File: src/rtl/range_sweep_ctrl.sv
// Programmable arithmetic sweep generator: emits start..stop by step (or the
// full 0..2^W-1 range) on a valid/ready stream with an optional dwell gap.
module range_sweep_ctrl #(
  parameter int W       = 8,
  parameter int DWELL_W = 8
) (
  input  logic               clk,
  input  logic               rst_n,
  input  logic               go,
  input  logic               abort,
  input  logic               cfg_full,
  input  logic [W-1:0]       cfg_start,
  input  logic [W-1:0]       cfg_stop,
  input  logic [W-1:0]       cfg_step,
  input  logic [DWELL_W-1:0] cfg_dwell,
  output logic               out_valid,
  input  logic               out_ready,
  output logic [W-1:0]       out_data,
  output logic               busy,
  output logic               done,
  output logic               cfg_err,
  output logic [W:0]         beat_cnt
);

  typedef enum logic [1:0] {IDLE, DRIVE, DWELL, DONE} state_t;

  state_t             r_state;
  state_t             w_nextState;
  logic [W-1:0]       r_cur;
  logic [W-1:0]       r_stop;
  logic [W-1:0]       r_step;
  logic [DWELL_W-1:0] r_dwell;
  logic [DWELL_W-1:0] r_dwellCnt;
  logic               r_last;
  logic [W:0]         r_beatCnt;
  logic               r_outValid;
  logic               r_busy;
  logic               r_done;
  logic               r_cfgErr;

  logic               w_cfgValid;
  logic               w_hs;
  logic [W:0]         w_nxt;
  logic               w_last;
  logic               w_dwellEnd;
  logic               w_outValid;
  logic               w_busy;
  logic               w_done;
  logic               w_cfgErr;

  // The extra carry bit of w_nxt catches sweeps that would wrap past 2^W-1.
  assign w_cfgValid = cfg_full | ((cfg_step != '0) && (cfg_start <= cfg_stop));
  assign w_hs       = (r_state == DRIVE) && out_ready;
  assign w_nxt      = {1'b0, r_cur} + {1'b0, r_step};
  assign w_last     = w_nxt[W] || (w_nxt > {1'b0, r_stop});
  assign w_dwellEnd = (r_dwellCnt == DWELL_W'(1));

  always_ff @(posedge clk) begin
    if (!rst_n) begin
      r_state <= IDLE;
    end else begin
      r_state <= w_nextState;
    end
  end

  always_comb begin
    w_nextState = r_state;
    case (r_state)
      IDLE: begin
        if (!abort && go && w_cfgValid) w_nextState = DRIVE;
      end
      DRIVE: begin
        if (abort) begin
          w_nextState = IDLE;
        end else if (w_hs) begin
          if (r_dwell != '0)  w_nextState = DWELL;
          else if (w_last)    w_nextState = DONE;
          else                w_nextState = DRIVE;
        end
      end
      DWELL: begin
        if (abort)           w_nextState = IDLE;
        else if (w_dwellEnd) w_nextState = r_last ? DONE : DRIVE;
      end
      DONE: begin
        w_nextState = IDLE;
      end
      default: w_nextState = IDLE;
    endcase
  end

  // Outputs are decoded from the next state so they leave the block registered.
  always_comb begin
    w_outValid = (w_nextState == DRIVE);
    w_busy     = (w_nextState != IDLE);
    w_done     = (w_nextState == DONE);
    w_cfgErr   = (r_state == IDLE) && go && !abort && !w_cfgValid;
  end

  always_ff @(posedge clk) begin
    if (!rst_n) begin
      r_outValid <= 1'b0;
      r_busy     <= 1'b0;
      r_done     <= 1'b0;
      r_cfgErr   <= 1'b0;
    end else begin
      r_outValid <= w_outValid;
      r_busy     <= w_busy;
      r_done     <= w_done;
      r_cfgErr   <= w_cfgErr;
    end
  end

  always_ff @(posedge clk) begin
    if (!rst_n) begin
      r_cur      <= '0;
      r_stop     <= '0;
      r_step     <= '0;
      r_dwell    <= '0;
      r_dwellCnt <= '0;
      r_last     <= 1'b0;
      r_beatCnt  <= '0;
    end else begin
      case (r_state)
        IDLE: begin
          if (go && !abort && w_cfgValid) begin
            if (cfg_full) begin
              r_cur  <= '0;
              r_stop <= '1;
              r_step <= W'(1);
            end else begin
              r_cur  <= cfg_start;
              r_stop <= cfg_stop;
              r_step <= cfg_step;
            end
            r_dwell   <= cfg_dwell;
            r_beatCnt <= '0;
          end
        end
        DRIVE: begin
          if (!abort && w_hs) begin
            r_beatCnt <= r_beatCnt + (W+1)'(1);
            if (r_dwell != '0) begin
              r_dwellCnt <= r_dwell;
              r_last     <= w_last;
            end else if (!w_last) begin
              r_cur <= w_nxt[W-1:0];
            end
          end
        end
        DWELL: begin
          if (!abort) begin
            r_dwellCnt <= r_dwellCnt - DWELL_W'(1);
            if (w_dwellEnd && !r_last) r_cur <= w_nxt[W-1:0];
          end
        end
        default: ;
      endcase
    end
  end

  assign out_valid = r_outValid;
  assign out_data  = r_cur;
  assign busy      = r_busy;
  assign done      = r_done;
  assign cfg_err   = r_cfgErr;
  assign beat_cnt  = r_beatCnt;

endmodule

File: config.mk
export PLATFORM = sky130hd
export DESIGN_NAME = range_sweep_ctrl
export DESIGN_NICKNAME = d
export VERILOG_FILES = /design/src/rtl/range_sweep_ctrl.sv
export SDC_FILE = /design/constraint.sdc
export NUM_CORES = 1
export LEC_CHECK = 0
export CORE_ASPECT_RATIO = 1.75
export CORE_MARGIN = 8
export CORE_UTILIZATION = 55
export CTS_CLUSTER_SIZE = 12
export DETAILED_ROUTE_END_ITERATION = 8
export GPL_TIMING_DRIVEN = 0
export HOLD_SLACK_MARGIN = 0.08
export MAX_ROUTING_LAYER = met4
export PLACE_DENSITY = 0.91
export SKIP_CTS_REPAIR_TIMING = 1
export SYNTH_ARGS = -nofsm -noshare
export SYNTH_HDL_FRONTEND = slang
export SYNTH_SLANG_ARGS = --single-unit
File: constraint.sdc
create_clock -name clk -period 5.2 [get_ports clk]
set_input_delay 1.04 -clock clk [delete_from_list [all_inputs] [get_ports clk]]
set_output_delay 1.04 -clock clk [all_outputs]
set_load 0.005 [all_outputs]
==> flow_summary_export.csv <==
group,metric,value,unit
timing,hold_viol_final,0,
floorplanning,placementRows,38,
timing,setup_ws,1340,ps
power_and_ir_drop,power,1.13,mW
global_routing,grt-ovfl-total,0,
critical_path,crit_chain,"ha_1 > a211oi_1 > o21ai_0 > o2111a_1 > or3_1 > and2_1 > ha_1 > and3_1 > and3_1 > a211oi_1 > o41a_1 > nor2_4 > nand2_2 > mux2i_1",
layout,nNetsFinal,544,
logic_synthesis,synth_edf_count,0,
critical_path,path_max_fanout,5,
critical_path,worstSetupEndpointType,"flip-flop",
timing,fin_crit,3860,ps
layout,n_fill_cell,491,
timing,rsz0062_at_grt,"false",
critical_path,start_kind,"flip-flop",
run,cap_viol_max_count,0,
routing,routed_wl,9530,um
timing,fin_skew,4.93,ps
critical_path,crit_slowest_cell,"a211oi_1",
cts,ctsLongestPathBuffers,2,
status,status,"complete, no violations",
placed_design,gp_congestion,0.979,
placed_design,io_buffers,57,
logic_synthesis,synth_ff_type,"dfxtp_1",
cts,ctsHtreeMaxLevel,2,
logic_synthesis,ys_ff_latch,56,
routing,routedWlPerCell,17.2,um
cts,cts.clk_slew.worst_paths,100,ps
routing,via_per_inst,6.01,
timing,timing.final.crit_share,74.3,%
power_and_ir_drop,power_density,267,mW/mm^2
placed_design,dp_hpwl,7580,um
timing,worst_slew_pin_slew,638,ps
logic_synthesis,synth_cell_type_count,72,
critical_path,path_buf_inv,0,
cts,clock_latency,320,ps
power_and_ir_drop,ir_drop,0.172,mV
layout,antenna_cells,0,
min_path,hp-class,"reg -> reg",
cts,cts_tree,"yes",
timing,drv_slew,0,
floorplanning,io_pins,59,
layout,syn2layout_area_growth,22.0,%
timing,finalSetupViolCount,0,
timing,fin_setup_tns,0,ps
logic_synthesis,syn-num-nets,480,
routing,postRouteAntennaNets,0,
floorplanning,dieWidth,76.1,um
timing,hold_slack,476,ps
logic_synthesis,synthCells,410,
routing,via_count,3336,
cts,numClockSinks,56,
critical_path,worst-setup-path-type,"reg -> reg",
timing,max_freq,259,MHz
routing,dr.pass1.iters,5,
floorplanning,core,0.00613,mm^2
logic_synthesis,async_flop_share,0,%
critical_path,max_stage_delay,550,ps
logic_synthesis,synth_seq_area_share,32.3,%
logic_synthesis,yosysWarnings,0,
critical_path,cp.required,5460,ps
floorplanning,initial_utilization,56.6,%
routing,drt-initial-drc-count,209,
placed_design,place_ws,1320,ps
cts,root_buffer,"clkbuf_8",
floorplanning,die_h,121,um
critical_path,cp_top_family,"compound AO/OA/AOI/OAI gates",
power_and_ir_drop,p_leak,1.78,nW
global_routing,grt_max_degree,17,
timing,max_slew_margin,57.2,%
logic_synthesis,netlist_area,0.00347,mm^2
layout,drive_above_1_share,7.16,%
floorplanning,die_area,0.00921,mm^2
global_routing,grt_pass1_wl,15700,um
routing,drc,0,
cts,numCtsBuffers,5,
critical_path,arrival,4120,ps
global_routing,track_usage,21.2,%
logic_synthesis,syn_avg_cell_area,8.47,um^2
global_routing,antenna_found_initial,0,
global_routing,grt_pass1_vias,3377,
[synth_stat cells (5+ instances only)]
library cell | n | area, um^2
nand2_1 | 44 | 165
mux2i_1 | 13 | 130
nand3b_1 | 6 | 45.0
ha_1 | 31 | 388
o311a_1 | 8 | 80.1
a21oi_1 | 35 | 175
o21a_1 | 5 | 37.5
inv_1 | 28 | 105
a211oi_1 | 6 | 45.0
nand3_1 | 5 | 25.0
o21ai_0 | 18 | 90.1
or3_1 | 6 | 37.5
dfxtp_1 | 56 | 1120
nor2_1 | 27 | 101
xnor2_1 | 6 | 52.6
a21o_1 | 5 | 37.5
nor3_1 | 10 | 50.1
a22o_1 | 5 | 43.8
or4_1 | 5 | 37.5
clkbuf_1 | 9 | 33.8
[kinds of logic (layout without fill, tap and decap cells)]
logic type      Yosys count  after routing  synth area share, %
xor+xnor                  8              8                 2.02
fa+ha+maj                32             32                 11.8
compound gates          116            116                 23.2
flops                    56             56                 32.3
mux                      14             14                 4.07
buf+inv                  44            109                 5.23
simple gates            140            140                 21.4
[layer usage]
layer  vias to the layer above  part of all wire [%]  global-route usage, %
li1                       1618                     -                      -
met1                      1560                    37                   20.7
met2                       121                    54                   38.6
met3                        37                   4.8                   3.64
met4                         0                   4.5                   12.0
met5                         -                     0                      -
[per-stage QoR]
step                util (%)  area (um^2)  std cells
floorplan                  -         3470        410
global placement        67.5         4140        547
detailed placement      67.5         4140        547
CTS                     69.0         4230        555
global route            69.0         4230        555
finish                  69.0         4230        555
[worst paths after layout]
check	startpoint	end	slack (ps)	cells past startpoint
hold reg to reg	r_step[6]	r_step[6]	480	2
setup reg to reg	out_data[1]	out_data[1]	1340	14
hold / removal	r_step[6]	r_step[6]	480	2
setup / recovery	out_data[1]	out_data[1]	1340	14
[layout make-up]
type,instances,area [um^2],area share (%)
Multi-Input combinational cell,310,2170,51.2
Sequential cell,56,1120,26.5
Timing Repair Buffer,57,571,13.5
Inverter,29,109,2.57
Tap cell,80,100,2.36
Clock buffer,6,82.6,1.95
Buffer,15,72.6,1.71
Clock inverter,2,10.0,0.236
[cell usage in the layout, fill, tap and decap left out, types with 8 or more instances in the layout]
cell             netlist  layout
clkdlybuf4s50_1        0      57
dfxtp_1               56      56
nand2_1               44      44
a21oi_1               35      35
ha_1                  31      31
inv_1                 28      28
nor2_1                27      27
o21ai_0               18      18
mux2i_1               13      13
nor3_1                10      10
clkbuf_1               9       9
o311a_1                8       8
[state kept, by name, indices dropped and copies added, names as in the netlist]
name	flops
r_dwellCnt	8
out_data	8
done	1
r_stop	8
out_valid	1
cfg_err	1
r_step	8
r_state	2
busy	1
r_dwell	8
beat_cnt	9
r_last	1
[where the power goes]
part | switching [mW] | internal, mW
clock network | 0.150 | 0.107
logic | 0.207 | 0.182
registers | 0.0237 | 0.461
[worst min-delay path, delay by kind of cell, from the launching register on]
kind,cells,cell delay (ps)
compound gates,1,50
flops,1,330
simple gates,1,60
Power figures use the tool's default switching activity.
